`src/rtl/resp_defs.sv`:
```
// rtl/resp_defs.sv - shared type codes, ASCII constants and state encodings for the response encoder
//
// Purpose: common definitions imported by uart_resp_encoder and bin2dec_seq.
// Ports: none (package).
package resp_defs;

  typedef enum logic [1:0] {
    RESP_OK  = 2'd0,
    RESP_ERR = 2'd1,
    RESP_VAL = 2'd2,
    RESP_RSV = 2'd3
  } resp_type_t;

  localparam logic [7:0] ASC_0     = 8'h30;
  localparam logic [7:0] ASC_MINUS = 8'h2D;
  localparam logic [7:0] ASC_SP    = 8'h20;
  localparam logic [7:0] ASC_O     = 8'h4F;
  localparam logic [7:0] ASC_K     = 8'h4B;
  localparam logic [7:0] ASC_E     = 8'h45;
  localparam logic [7:0] ASC_R     = 8'h52;
  localparam logic [7:0] ASC_Q     = 8'h3F;
  localparam logic [7:0] ASC_CR    = 8'h0D;
  localparam logic [7:0] ASC_LF    = 8'h0A;

  typedef enum logic [2:0] {
    ST_IDLE,
    ST_LOAD,
    ST_SEND,
    ST_WAIT_HI,
    ST_WAIT_LO
  } resp_state_t;

  typedef enum logic [1:0] {
    CV_IDLE,
    CV_HUND,
    CV_TENS
  } conv_state_t;

  // Negative VAL payloads are negated in 9 bits so that -128 yields 128.
  function automatic logic [8:0] resp_magnitude(input resp_type_t t, input logic [7:0] v);
    if (t == RESP_VAL && v[7]) return 9'd0 - {1'b1, v};
    return {1'b0, v};
  endfunction

endpackage

```
`src/rtl/uart_resp_encoder_bin2dec.sv`:
```
// rtl/uart_resp_encoder_bin2dec.sv - sequential binary to decimal digit converter
//
// Purpose: splits a 9-bit value into hundreds/tens/units with one subtraction per cycle.
// Ports: clk, rst_n (sync, active-low); start loads bin; done pulses (combinational)
//        in the cycle the digits become valid; hundreds/tens/units hold until next start.
module bin2dec_seq
  import resp_defs::*;
(
  input  logic       clk,
  input  logic       rst_n,
  input  logic       start,
  input  logic [8:0] bin,
  output logic       done,
  output logic [3:0] hundreds,
  output logic [3:0] tens,
  output logic [3:0] units
);

  conv_state_t phase;
  logic [8:0]  rem;

  always_ff @(posedge clk) begin
    if (!rst_n) begin
      phase    <= CV_IDLE;
      rem      <= '0;
      hundreds <= '0;
      tens     <= '0;
    end else if (start) begin
      phase    <= CV_HUND;
      rem      <= bin;
      hundreds <= '0;
      tens     <= '0;
    end else begin
      case (phase)
        CV_HUND: begin
          if (rem >= 9'd100) begin
            rem      <= rem - 9'd100;
            hundreds <= hundreds + 4'd1;
          end else begin
            phase <= CV_TENS;
          end
        end
        CV_TENS: begin
          if (rem >= 9'd10) begin
            rem  <= rem - 9'd10;
            tens <= tens + 4'd1;
          end else begin
            phase <= CV_IDLE;
          end
        end
        default: ;
      endcase
    end
  end

  // The final tens cycle already holds the remainder below ten, so done is
  // raised there rather than a cycle later.
  assign done  = (phase == CV_TENS) && (rem < 9'd10);
  assign units = rem[3:0];

endmodule

```
`src/rtl/uart_resp_encoder.sv`:
```
// rtl/uart_resp_encoder.sv - serialises OK/ERR/VAL responses as ASCII lines into a UART transmitter
//
// Purpose: accepts short response requests and emits one text line per request,
//          byte by byte, through the transmitter start/busy handshake.
// Ports: clk, rst_n (sync, active-low); req_valid/req_type/req_value/req_ready request side;
//        tx_data/tx_valid/tx_busy transmitter side; resp_busy line in progress or queued;
//        drop_flag pulses for each request offered while not ready.
// Config: RESP_FIFO_EN adds a 4-entry request queue in front of the sequencer.
module uart_resp_encoder
  import resp_defs::*;
#(
  parameter int EOL_CRLF  = 1,
  parameter int ACK_GUARD = 4
) (
  input  logic       clk,
  input  logic       rst_n,
  input  logic       req_valid,
  input  logic [1:0] req_type,
  input  logic [7:0] req_value,
  output logic       req_ready,
  output logic [7:0] tx_data,
  output logic       tx_valid,
  input  logic       tx_busy,
  output logic       resp_busy,
  output logic       drop_flag
);

  localparam logic [7:0] GUARD_LIM = 8'(ACK_GUARD - 1);
  localparam logic [3:0] EOL_LEN   = (EOL_CRLF != 0) ? 4'd2 : 4'd1;

  resp_state_t state, state_nx;
  resp_type_t  typ_q, take_type;
  logic [7:0]  take_value;
  logic        take, q_empty;
  logic        neg_q, last_q, dig_ok_q;
  logic [3:0]  idx_q;
  logic [7:0]  data_q, guard_q;

`ifdef RESP_FIFO_EN
  logic [9:0] q_mem [4];
  logic [1:0] q_wp, q_rp;
  logic [2:0] q_cnt;
  logic       q_push;

  assign req_ready  = (q_cnt != 3'd4);
  assign q_push     = req_valid && req_ready;
  assign q_empty    = (q_cnt == 3'd0);
  assign take       = (state == ST_IDLE) && !q_empty;
  assign take_type  = resp_type_t'(q_mem[q_rp][9:8]);
  assign take_value = q_mem[q_rp][7:0];

  always_ff @(posedge clk) begin
    if (q_push) q_mem[q_wp] <= {req_type, req_value};
  end

  always_ff @(posedge clk) begin
    if (!rst_n) begin
      q_wp  <= '0;
      q_rp  <= '0;
      q_cnt <= '0;
    end else begin
      if (q_push) q_wp <= q_wp + 2'd1;
      if (take)   q_rp <= q_rp + 2'd1;
      case ({q_push, take})
        2'b10:   q_cnt <= q_cnt + 3'd1;
        2'b01:   q_cnt <= q_cnt - 3'd1;
        default: ;
      endcase
    end
  end
`else
  assign req_ready  = (state == ST_IDLE);
  assign q_empty    = 1'b1;
  assign take       = req_valid && req_ready;
  assign take_type  = resp_type_t'(req_type);
  assign take_value = req_value;
`endif

  logic       conv_start, conv_done, dig_ready;
  logic [8:0] take_mag;
  logic [3:0] hun, ten, uni;

  assign take_mag   = resp_magnitude(take_type, take_value);
  assign conv_start = take && (take_type == RESP_ERR || take_type == RESP_VAL);
  assign dig_ready  = dig_ok_q || conv_done;

  bin2dec_seq u_conv (
    .clk      (clk),
    .rst_n    (rst_n),
    .start    (conv_start),
    .bin      (take_mag),
    .done     (conv_done),
    .hundreds (hun),
    .tens     (ten),
    .units    (uni)
  );

  // Byte sequencer: index walks prefix, then significant digits, then EOL.
  logic       has_dig, cur_avail, cur_last;
  logic [3:0] pre_len, ndig, d, e, k, dig;
  logic [7:0] cur_byte;

  always_comb begin
    has_dig   = (typ_q == RESP_ERR) || (typ_q == RESP_VAL);
    cur_byte  = ASC_0;
    cur_avail = 1'b1;
    cur_last  = 1'b0;
    dig       = uni;
    case (typ_q)
      RESP_OK:  pre_len = 4'd2;
      RESP_ERR: pre_len = 4'd4;
      RESP_VAL: pre_len = neg_q ? 4'd1 : 4'd0;
      default:  pre_len = 4'd1;
    endcase
    if (!has_dig)         ndig = 4'd0;
    else if (hun != 4'd0) ndig = 4'd3;
    else if (ten != 4'd0) ndig = 4'd2;
    else                  ndig = 4'd1;
    d = idx_q - pre_len;
    e = d - ndig;
    k = ndig - 4'd1 - d;
    if (idx_q < pre_len) begin
      case (typ_q)
        RESP_OK:  cur_byte = (idx_q == 4'd0) ? ASC_O : ASC_K;
        RESP_ERR: cur_byte = (idx_q == 4'd0) ? ASC_E : (idx_q == 4'd3) ? ASC_SP : ASC_R;
        RESP_VAL: cur_byte = ASC_MINUS;
        default:  cur_byte = ASC_Q;
      endcase
    end else if (has_dig && !dig_ready) begin
      cur_avail = 1'b0;
    end else if (d < ndig) begin
      case (k)
        4'd2:    dig = hun;
        4'd1:    dig = ten;
        default: dig = uni;
      endcase
      cur_byte = ASC_0 + {4'd0, dig};
    end else begin
      cur_byte = (e == 4'd0 && EOL_CRLF != 0) ? ASC_CR : ASC_LF;
      cur_last = (e == EOL_LEN - 4'd1);
    end
  end

  always_comb begin
    state_nx = state;
    tx_valid = 1'b0;
    case (state)
      ST_IDLE:    if (take) state_nx = ST_LOAD;
      ST_LOAD:    state_nx = ST_SEND;
      ST_SEND: begin
        if (!tx_busy && cur_avail) begin
          tx_valid = 1'b1;
          state_nx = ST_WAIT_HI;
        end
      end
      // Guard lets the line progress even if the transmitter never acknowledges.
      ST_WAIT_HI: if (tx_busy || guard_q >= GUARD_LIM) state_nx = ST_WAIT_LO;
      ST_WAIT_LO: if (!tx_busy) state_nx = last_q ? ST_IDLE : ST_SEND;
      default:    state_nx = ST_IDLE;
    endcase
  end

  always_ff @(posedge clk) begin
    if (!rst_n) begin
      state    <= ST_IDLE;
      typ_q    <= RESP_OK;
      neg_q    <= 1'b0;
      idx_q    <= '0;
      last_q   <= 1'b0;
      data_q   <= '0;
      guard_q  <= '0;
      dig_ok_q <= 1'b0;
    end else begin
      state <= state_nx;
      if (take) begin
        typ_q    <= take_type;
        neg_q    <= (take_type == RESP_VAL) && take_value[7];
        idx_q    <= '0;
        dig_ok_q <= 1'b0;
      end else if (conv_done) begin
        dig_ok_q <= 1'b1;
      end
      if (tx_valid) begin
        data_q  <= cur_byte;
        idx_q   <= idx_q + 4'd1;
        last_q  <= cur_last;
        guard_q <= 8'd1;
      end else if (state == ST_WAIT_HI) begin
        guard_q <= guard_q + 8'd1;
      end
    end
  end

  assign tx_data   = tx_valid ? cur_byte : data_q;
  assign resp_busy = (state != ST_IDLE) || !q_empty;
  assign drop_flag = req_valid && !req_ready;

endmodule

```
`config.mk`:
```
export PLATFORM = sky130hd
export DESIGN_NAME = uart_resp_encoder
export DESIGN_NICKNAME = d
export VERILOG_FILES = /design/src/rtl/resp_defs.sv /design/src/rtl/uart_resp_encoder_bin2dec.sv /design/src/rtl/uart_resp_encoder.sv
export SDC_FILE = /design/constraint.sdc
export NUM_CORES = 1
export LEC_CHECK = 0
export ABC_AREA = 0
export CORE_MARGIN = 1.5
export CORE_UTILIZATION = 33
export CTS_CLUSTER_DIAMETER = 40
export DETAILED_ROUTE_END_ITERATION = 10
export GPL_TIMING_DRIVEN = 1
export HOLD_SLACK_MARGIN = 0.03
export PLACE_DENSITY_LB_ADDON = 0.08
export SLEW_MARGIN = 20
export SYNTH_ARGS = -nofsm -noshare
export SYNTH_HDL_FRONTEND = slang
export SYNTH_SLANG_ARGS = --single-unit
```
`constraint.sdc`:
```
create_clock -name clk -period 11.6 [get_ports clk]
set_input_delay 2.32 -clock clk [delete_from_list [all_inputs] [get_ports clk]]
set_output_delay 2.32 -clock clk [all_outputs]
set_load 0.02 [all_outputs]
```
---- Yosys cells after proc, flatten, opt, wreduce, memory -nomap -nowiden ----
Index checks and enable logic that the tools add are counted.
word-level totals
  register bits ........................... 47
  input port bits ......................... 14
  output and inout port bits .............. 12
  word-level logic and storage cells ...... 137
operators by class
  add/sub/neg operators ................... 12
  order comparisons ....................... 6
  equal/unequal tests ..................... 24
  muxes and demuxes ....................... 46
  bitwise logic cells ..................... 1
  reductions and logical operators ........ 34
operators by type and width
  kind                                                         count
  two-way mux 9 bit                                            5
  two-way mux 7 bit                                            4
  case mux 7 bit (3 select lines)                              1
  two-way mux 4 bit                                            5
  two-way mux 3 bit                                            6
  case mux 9 bit (2 select lines)                              1
  two-way mux 8 bit                                            2
  case mux 3 bit (5 select lines)                              1
  adder 4 x 1 -> 4 bit (second input constant)                 3
  two-way mux 1 bit                                            12
  two-way mux 2 bit                                            6
  subtractor 4 bit                                             3
  != test 2 bit (second input constant)                        5
  >= comparator 9 x 4 -> 1 bit (second input constant)         1
  >= comparator 9 x 7 -> 1 bit (second input constant)         1
  less-than comparator 9 x 4 -> 1 bit (second input constant)  1
  case mux 3 bit (3 select lines)                              1
  AND reduction 3 bit                                          3
  subtractor 1 x 9 -> 9 bit (first input constant)             1
  subtractor 9 x 4 -> 9 bit (second input constant)            1
  subtractor 9 x 7 -> 9 bit (second input constant)            1
  adder 8 x 1 -> 8 bit (second input constant)                 1
  equality test 4 x 1 -> 1 bit (second input constant)         2
  equality test 4 x 2 -> 1 bit (second input constant)         2
  27 further kinds                                             54

---- Longest topological paths before layout ----
  word-level depth ........................ 16
  gate-level depth with buffers ........... 14
  gate-level depth less buffers ........... 14

---- Hierarchy ----
A second synthesis with hierarchy kept.
unflattened totals
  cell total of the unflattened synthesis .. 404
  area, all modules ....................... 3344.5 um2
modules (own cells, without submodules)
  module             instances  cells each  area an instance (um2)  sequential area each (um2)
  uart_resp_encoder  1          259         2109.5                  560.5
  bin2dec_seq        1          145         1234.9                  380.4

---- Least setup slack after synthesis ----
Ideal clock, no wire load.
  path type ............................... reg2out
  start ................................... reg typ_q[1]
  end ..................................... out tx_data[3]
  arrival time ............................ 3.345 ns
  data required time ...................... 9.280 ns
  setup slack ............................. 5.935 ns
  cell stages (with the launch flop) ...... 14
  buffers on the path ..................... 0
  cells stage by stage .................... dfxtp_1 -> ha_1 -> a21o_1 -> ha_1 -> inv_1 -> fa_1 -> inv_1 -> fa_1 -> nor2b_1 -> or2_2 -> nand3_1 -> a2111oi_0 -> o221ai_1 -> o21a_1
between the ends
  word-level cells in the longest chain between the ends .. 15
  elaborated cells on any way between the ends .. 29
  classes of those cells .................. add/sub (4); order compare (2); eq/ne (4); mux (15); reduce/logical (4)
ends and longest elaborated chain
  what                                                                          RTL line                                                                      RTL
  from (decl)                                                                   uart_resp_encoder.sv:32                                                       resp_type_t typ_q, take_type;
  from (signal assigned)                                                        uart_resp_encoder.sv:176                                                      typ_q <= take_type;
  equality test 2 x 1 -> 1 bit or equality test 2 bit (tied branches)           uart_resp_encoder.sv:104, uart_resp_encoder.sv:109, uart_resp_encoder.sv:123
  logical OR 1 bit                                                              uart_resp_encoder.sv:104                                                      has_dig = (typ_q == RESP_ERR) || (typ_q == RESP_VAL);
  two-way mux 2 bit                                                             uart_resp_encoder.sv:115                                                      if (!has_dig) ndig = 4'd0;
  subtractor 4 x 1 -> 4 bit                                                     uart_resp_encoder.sv:121                                                      k = ndig - 4'd1 - d;
  subtractor 4 bit                                                              uart_resp_encoder.sv:121
  equality test 4 x 1 -> 1 bit or equality test 4 x 2 -> 1 bit (tied branches)  uart_resp_encoder.sv:132                                                      case (k)
  case mux 4 bit (2 select lines)                                               uart_resp_encoder.sv:132
  two-way mux 4 bit                                                             uart_resp_encoder.sv:131                                                      end else if (d < ndig) begin
  two-way mux 4 bit                                                             uart_resp_encoder.sv:129                                                      end else if (has_dig && !dig_ready) begin
  two-way mux 4 bit                                                             uart_resp_encoder.sv:122                                                      if (idx_q < pre_len) begin
  adder 6 x 4 -> 7 bit                                                          uart_resp_encoder.sv:137                                                      cur_byte = ASC_0 + {4'd0, dig};
  two-way mux 7 bit                                                             uart_resp_encoder.sv:131
  two-way mux 7 bit                                                             uart_resp_encoder.sv:129
  two-way mux 8 bit                                                             uart_resp_encoder.sv:122
  two-way mux 8 bit (*)                                                         n/a
  to (decl)                                                                     uart_resp_encoder.sv:21                                                       output logic [7:0] tx_data,
Every way passes the cells marked *; elsewhere a longest branch is shown, timed or not. The select of a mux whose other input is x is not followed.

---- Final worst setup path ----
Same ends and word-level chain as after synthesis.

==> summary.txt <==
Timing
  • Setup_tns: 0 ns
  • Unrepaired setup endpoints after global routing: false
  • Pins Over Slew Limit: 0
  • Clock skew: between 0.008 and 0.009 ns
  • Final Hold Vio Count: 0
  • Final setup vio count: 0
  • F_max: between 100 and 150 MHz
  • Worst-Margin Slew: 0.509 ns
  • Tmin final: 6.96 ns
  • Tcrit/Tclk final: approximately three fifths
  • Slew HR: about 66%

Clock network
  • CTS Buffer Depth: 2
  • CTS tree: done
  • Setup bufs post-CTS: 0
  • H-tree Lvls: 2
  • Clk_lat worst skew: slightly above 0.3 ns
  • CTS Sinks: 47
  • Reg clk slew, reported paths: about 0.09 ns
  • Root buffer cell: clkbuf_8
  • Post-cts resize count: 0
  • Hold Buf Count CTS: 0
  • Total CTS buffers: 5

GRT
  • Total GRT Usage: approximately 15%
  • Vias in the first global route: about 2800
  • Initial antenna violation count: 0
  • Overflow after GRT: 0
  • Largest net degree at the start of global routing: 33
  • First-pass GRT wire length: 13400 µm

Worst setup path
  • Setup crit start kind: flip-flop
  • WS Path Type: flip-flop to output pin
  • Worst endpoint data arrival time: about 4.6 ns
  • Worst setup EP type: output pin
  • Crit-path slowest cell: fa_1
  • CP max stage delay: ~0.56 ns
  • Max Fanout on Critical Path: 7
  • Critical-path cell list: ha_1, a21o_1, ha_1, inv_1, fa_1, inv_1, fa_1, nor2b_1, or2_2, nand3_1, a2111oi_0, o221ai_1, o21a_1, clkdlybuf4s50_1
  • CP Data Required Time: between 9 and 10 ns

Placement
  • Placed cell area: 3690 µm²
  • Final GP Congestion: between 0.8 and 0.9
  • IO Port Bufs: 25
  • Post-DP HPWL: 5980 µm

Detailed routing
  • Final ANT Viol Nets: 0
  • Drt wl/cell: 14.2 µm
  • Final wirelength: a little under 8000 µm
  • Drt pass-1 iters: 5
  • Initial DRC count: 98
  • Vias per inst: roughly 5.1
  • DRC Markers: 0
  • Via count: about 2800

Yosys
  • Fraction of registers with async set/reset: 0%
  • Cells after Synth: between 300 and 400
  • Yosys warnings: 0
  • Syn avg cell area: between 8 and 9 µm²
  • Synth Register Bits: 47
  • Register area share after synthesis: between 20 and 30%
  • Syn Std Cell Area: roughly 3300 µm²
  • Synth unique cells: 67
  • Syn Nets: 442
  • Number of enable flip-flop cells after synthesis: 0
  • Top FF cell, synth: dfxtp_1

Floorplanning
  • Die area: roughly 11000 µm²
  • I/O pin cnt: 26
  • Initial Utilization: 34.1%
  • Num rows: 36
  • Die H: a little over 100 µm
  • Core ar.: around 10000 µm²
  • Die W: just over 100 µm

Cells and area
  • Nets: between 400 and 500
  • Layout area overhead: 14.7%
  • Share of cells above drive strength 1: under 10%
  • Most frequent cells in the layout: 47 x dfxtp_1, 45 x nor2_1, 31 x nand2_1, 28 x inv_1, 27 x ha_1
  • Final Instance Area: roughly 3800 µm²
  • Commonest non-fill, non-tap cell in the layout: dfxtp_1
  • Antenna diodes: 0

Pwr
  • P per Cell Area: roughly 150 nW/µm²
  • Worst ir drop on vdd: roughly 0.065 mV
  • Leak: 1.50 nW

Worst hold path
  • Hold Crit Class: flip-flop to flip-flop

Flow run
  • Max cap viols: 0

Run status
  • Outcome: complete, no violations
-- registers in the layout (all words and copies together) (netlist names) --
signal and count:
idx_q 4, guard_q 8, dig_ok_q 1, state 3
last_q 1, u_conv.tens 4, data_q 8, neg_q 1
typ_q 2, u_conv.rem 9, u_conv.phase 2, u_conv.hundreds 4
-- worst paths after layout --
path                               start          to  slack [ns]  cells after the start
worst max-delay path            typ_q[1]  tx_data[3]        4.64                     14
worst min-delay path              last_q      last_q        0.47                      2
worst max register to register  typ_q[1]   data_q[3]        7.68                     13
worst min register to register    last_q      last_q        0.47                      2
-- metal layers --
layer / up-vias / track usage (%) / share of wire, %
met1: 1288 / 20.2 / 49
met2: 52 / 25.1 / 46
met5: - / 0 / 0
li1: 1454 / - / -
met3: 9 / 2.71 / 3.9
met4: 0 / 4.37 / 1.1
-- metrics by stage --
| step | std cells | setup WS, ns | hold WS (ns) | util, % | total power, mW |
|---|---|---|---|---|---|
| floorplan | 399 | 5.94 | 0.431 | - | 0.360 |
| global placement | 546 | 4.81 | 0.459 | 37.8 | 0.413 |
| detailed placement | 546 | 4.78 | 0.466 | 37.8 | 0.412 |
| CTS | 554 | 4.62 | 0.478 | 39.2 | 0.565 |
| global route | 554 | 4.19 | 0.491 | 39.2 | 0.595 |
| finish | 554 | 4.64 | 0.469 | 39.2 | 0.557 |
-- synthesized netlist by cell type (4+ instances only) --
cell type,n,area share (%)
dfxtp_1,47,28
nor2_1,45,5.1
nand2_1,31,3.5
inv_1,28,3.1
ha_1,27,10
a21oi_1,19,2.8
xor2_1,16,4.2
o21ai_0,15,2.2
xnor2_1,13,3.4
nor3_1,11,1.6
a21boi_0,9,2.0
and2_1,9,1.7
nor2b_1,8,1.5
a31oi_1,7,1.3
nand3_1,7,1.0
nand4_1,7,1.3
and3_1,6,1.1
nor4_1,6,1.1
clkbuf_1,5,0.56
nand2b_1,5,0.94
a211oi_1,4,0.90
buf_2,4,0.60
o21a_1,4,0.90
o31ai_1,4,0.90
-- cell type report --
type | instances | area (µm²)
sequential | 47 | 941
fill | 1031 | 5950
multi-input combinational | 311 | 2220
clock inverter | 2 | 60.1
inverter | 29 | 110
tap | 133 | 166
clock buffer | 6 | 72.6
timing repair buffer | 26 | 258
-- critical path: cells and delay by family (launching register included) --
| kind | cells | cell delay, ns |
|---|---|---|
| compound gates | 4 | 0.96 |
| simple gates | 3 | 0.65 |
| buf+inv | 3 | 0.70 |
| flops | 1 | 0.45 |
| fa+ha+maj | 4 | 1.57 |
-- where the power goes --
group | switching, mW | internal (mW)
Combinational | 0.119 | 0.0906
Sequential | 0.0230 | 0.177
Clock | 0.0619 | 0.0863
Total | 0.204 | 0.353
-- logic make-up (layout without fill, tap and decap cells) --
family / Yosys count / in the layout / share of synthesized area, %
buffers and inverters: 41 / 63 / 5.29
multiplexers: 4 / 4 / 1.24
flip-flops: 47 / 47 / 28.2
AND/OR/NAND/NOR: 151 / 151 / 23.5
AO/OA/AOI/OAI: 96 / 96 / 21.5
XOR/XNOR: 31 / 31 / 8.96
adder cells (fa/ha/maj): 29 / 29 / 11.3
Note: power is estimated with default switching activity, not from simulation.
==> RTL change, RTL diff (same settings) <==
Re-encode `resp_state_t` (5 states) as one-hot, 5 bits wide.
--- a/src/rtl/resp_defs.sv
+++ b/src/rtl/resp_defs.sv
@@ -22,12 +22,12 @@
   localparam logic [7:0] ASC_CR    = 8'h0D;
   localparam logic [7:0] ASC_LF    = 8'h0A;
 
-  typedef enum logic [2:0] {
-    ST_IDLE,
-    ST_LOAD,
-    ST_SEND,
-    ST_WAIT_HI,
-    ST_WAIT_LO
+  typedef enum logic [4:0] {
+    ST_IDLE    = 5'b00001,
+    ST_LOAD    = 5'b00010,
+    ST_SEND    = 5'b00100,
+    ST_WAIT_HI = 5'b01000,
+    ST_WAIT_LO = 5'b10000
   } resp_state_t;
 
   typedef enum logic [1:0] {
Check against the original RTL: no difference found for any inputs over 4 cycles, from zero or initial values and one cycle with rst_n low; so few cycles prove little.
==> RTL change against the unedited design <==
- register-to-register slack better by 0.33 ns
- area after synthesis increased by 7.4%
- final area is 4.8% higher
- global-route usage up 1.2 points
- non-clock buffer count shrank 1
- die area up 7.2%
- wire length rose by 16%
- setup slack got worse by 0.40 ns
- power grew 16%
- sequential cell count rose by 2
- critical endpoint is now tx_data[0]
==> RTL change: results <==
outcome:
  status: "finished, final reports clean"
global_routing:
  grt_pass1_wl_microns: 15100
  grt_use_met1_pct: 22.9
  gr-usage-met3_pct: 2.19
  grt_max_degree: 23
  grt_use_met2_pct: 26.6
  track_usage_pct: 16.4
  antenna_found_initial: 0
  grt_pass1_vias: 3057
clocking:
  cts.path.max_buffers: 2
  cts_buffers: 5
worst_setup_path:
  crit_arrival_ns: 5.04
  reg2regPathDepth: 11
  cp_max_fo: 20
synthesis:
  seq_area_frac_synth_pct: 27.4
  ys_types: 71
  synth_common_cells: "57 x nor2_1, 49 x dfxtp_1, 36 x a21oi_1"
  syn_inst: 451
  syn_nets: 494
  ys_top_cells_by_area: "dfxtp_1 27%, ha_1 9.4%, nor2_1 6.0%"
finish:
  drive_gt1_share_pct: 6.41
  reg_top3: "u_conv.rem x9, data_q x8, guard_q x8"
  finalNonFillerCells: 604
  fill_cells: 1074
  nets: 510
routing:
  drt_wl_total_microns: 9110
  vias: 3268
  first_iter_violations: 112
place:
  dp_hpwl_microns: 6930
  gp_congestion: 0.865
timing:
  max_slew_margin_pct: 43.3
  fin_skew_ns: 0.00646
worst_hold_path:
  whs_path_depth: 1
power_and_ir_drop:
  power_leakage_uw: 0.00153
  ir_worst_vdd_mv: 0.0824
RTL change: cell types whose count changed after synthesis, moves of 4 or more:
cell      before  now
o22ai_1        0    4
nor3_1        11    6
a21boi_0       9    2
nand3_1        7   16
a21oi_1       19   36
nor2_1        45   57
o21ai_0       15   21
RTL change: power breakdown:
group          internal [uW]  leakage (uW)  switching, uW  total (uW)
clock                   48.6     0.0000512           63.9         113
combinational            128       0.00109            183         311
sequential               188      0.000397           32.3         220
total                    364       0.00153            279         644
RTL change: critical path, stage by stage:
cell and delay (ns):
clkdlybuf4s50_1 0.49, nor2_1 0.12, nand4b_1 0.16, a21o_1 0.45
inv_1 0.40, nand3_1 0.11, a311o_1 0.30, and2_1 0.16
clkdlybuf4s50_1 0.53
RTL change: worst paths after layout:
check,to,slack (ns),from
worst max-delay path,tx_data[0],4.24,tx_busy
worst min-delay path,data_q[7]$_SDFF_PN0_,0.50,data_q[7]$_SDFF_PN0_
worst max register to register,data_q[0]$_SDFF_PN0_,8.01,typ_q[0]$_SDFFE_PN0P_
worst min register to register,data_q[7]$_SDFF_PN0_,0.50,data_q[7]$_SDFF_PN0_
RTL change: cell families (layout without fill, tap and decap cells):
kind of cell,count (synthesis),after routing,share of synthesized area [%]
and+or+nand+nor,175,175,25.0
DFF,49,49,27.4
AOI/OAI and AO/OA,124,124,24.0
adders and majority gates,29,29,10.5
xor gates and xnor gates,26,26,6.56
buffers and inverters,45,62,5.55
muxes,3,3,0.978
RTL change: routing by layer:
| layer | vias up | part of all wire [%] |
|---|---|---|
| met5 | - | 0 |
| li1 | 1647 | - |
| met1 | 1552 | 50 |
| met2 | 61 | 46 |
| met4 | 0 | 1.0 |
| met3 | 8 | 3.5 |
RTL change: final cells by class:
class	count	area, sq um	share of cell area [%]
multi-input cells	357	2400	59.9
repair buffers	25	250	6.24
inverters	29	109	2.71
clock buffers	6	82.6	2.06
clock inverters	2	13.8	0.343
flip-flops and latches	49	981	24.5
well taps	136	170	4.24
RTL change: metrics by stage:
step	worst slack [ns]	util [%]	instance area (sq um)
3_3_place_gp	4.34	37.6	3910
3_5_place_dp	4.20	37.6	3910
4_1_cts	4.20	38.5	4010
2_1_floorplan	5.78	-	3580
5_1_grt	4.00	38.5	4010
6_report	4.24	38.5	4010
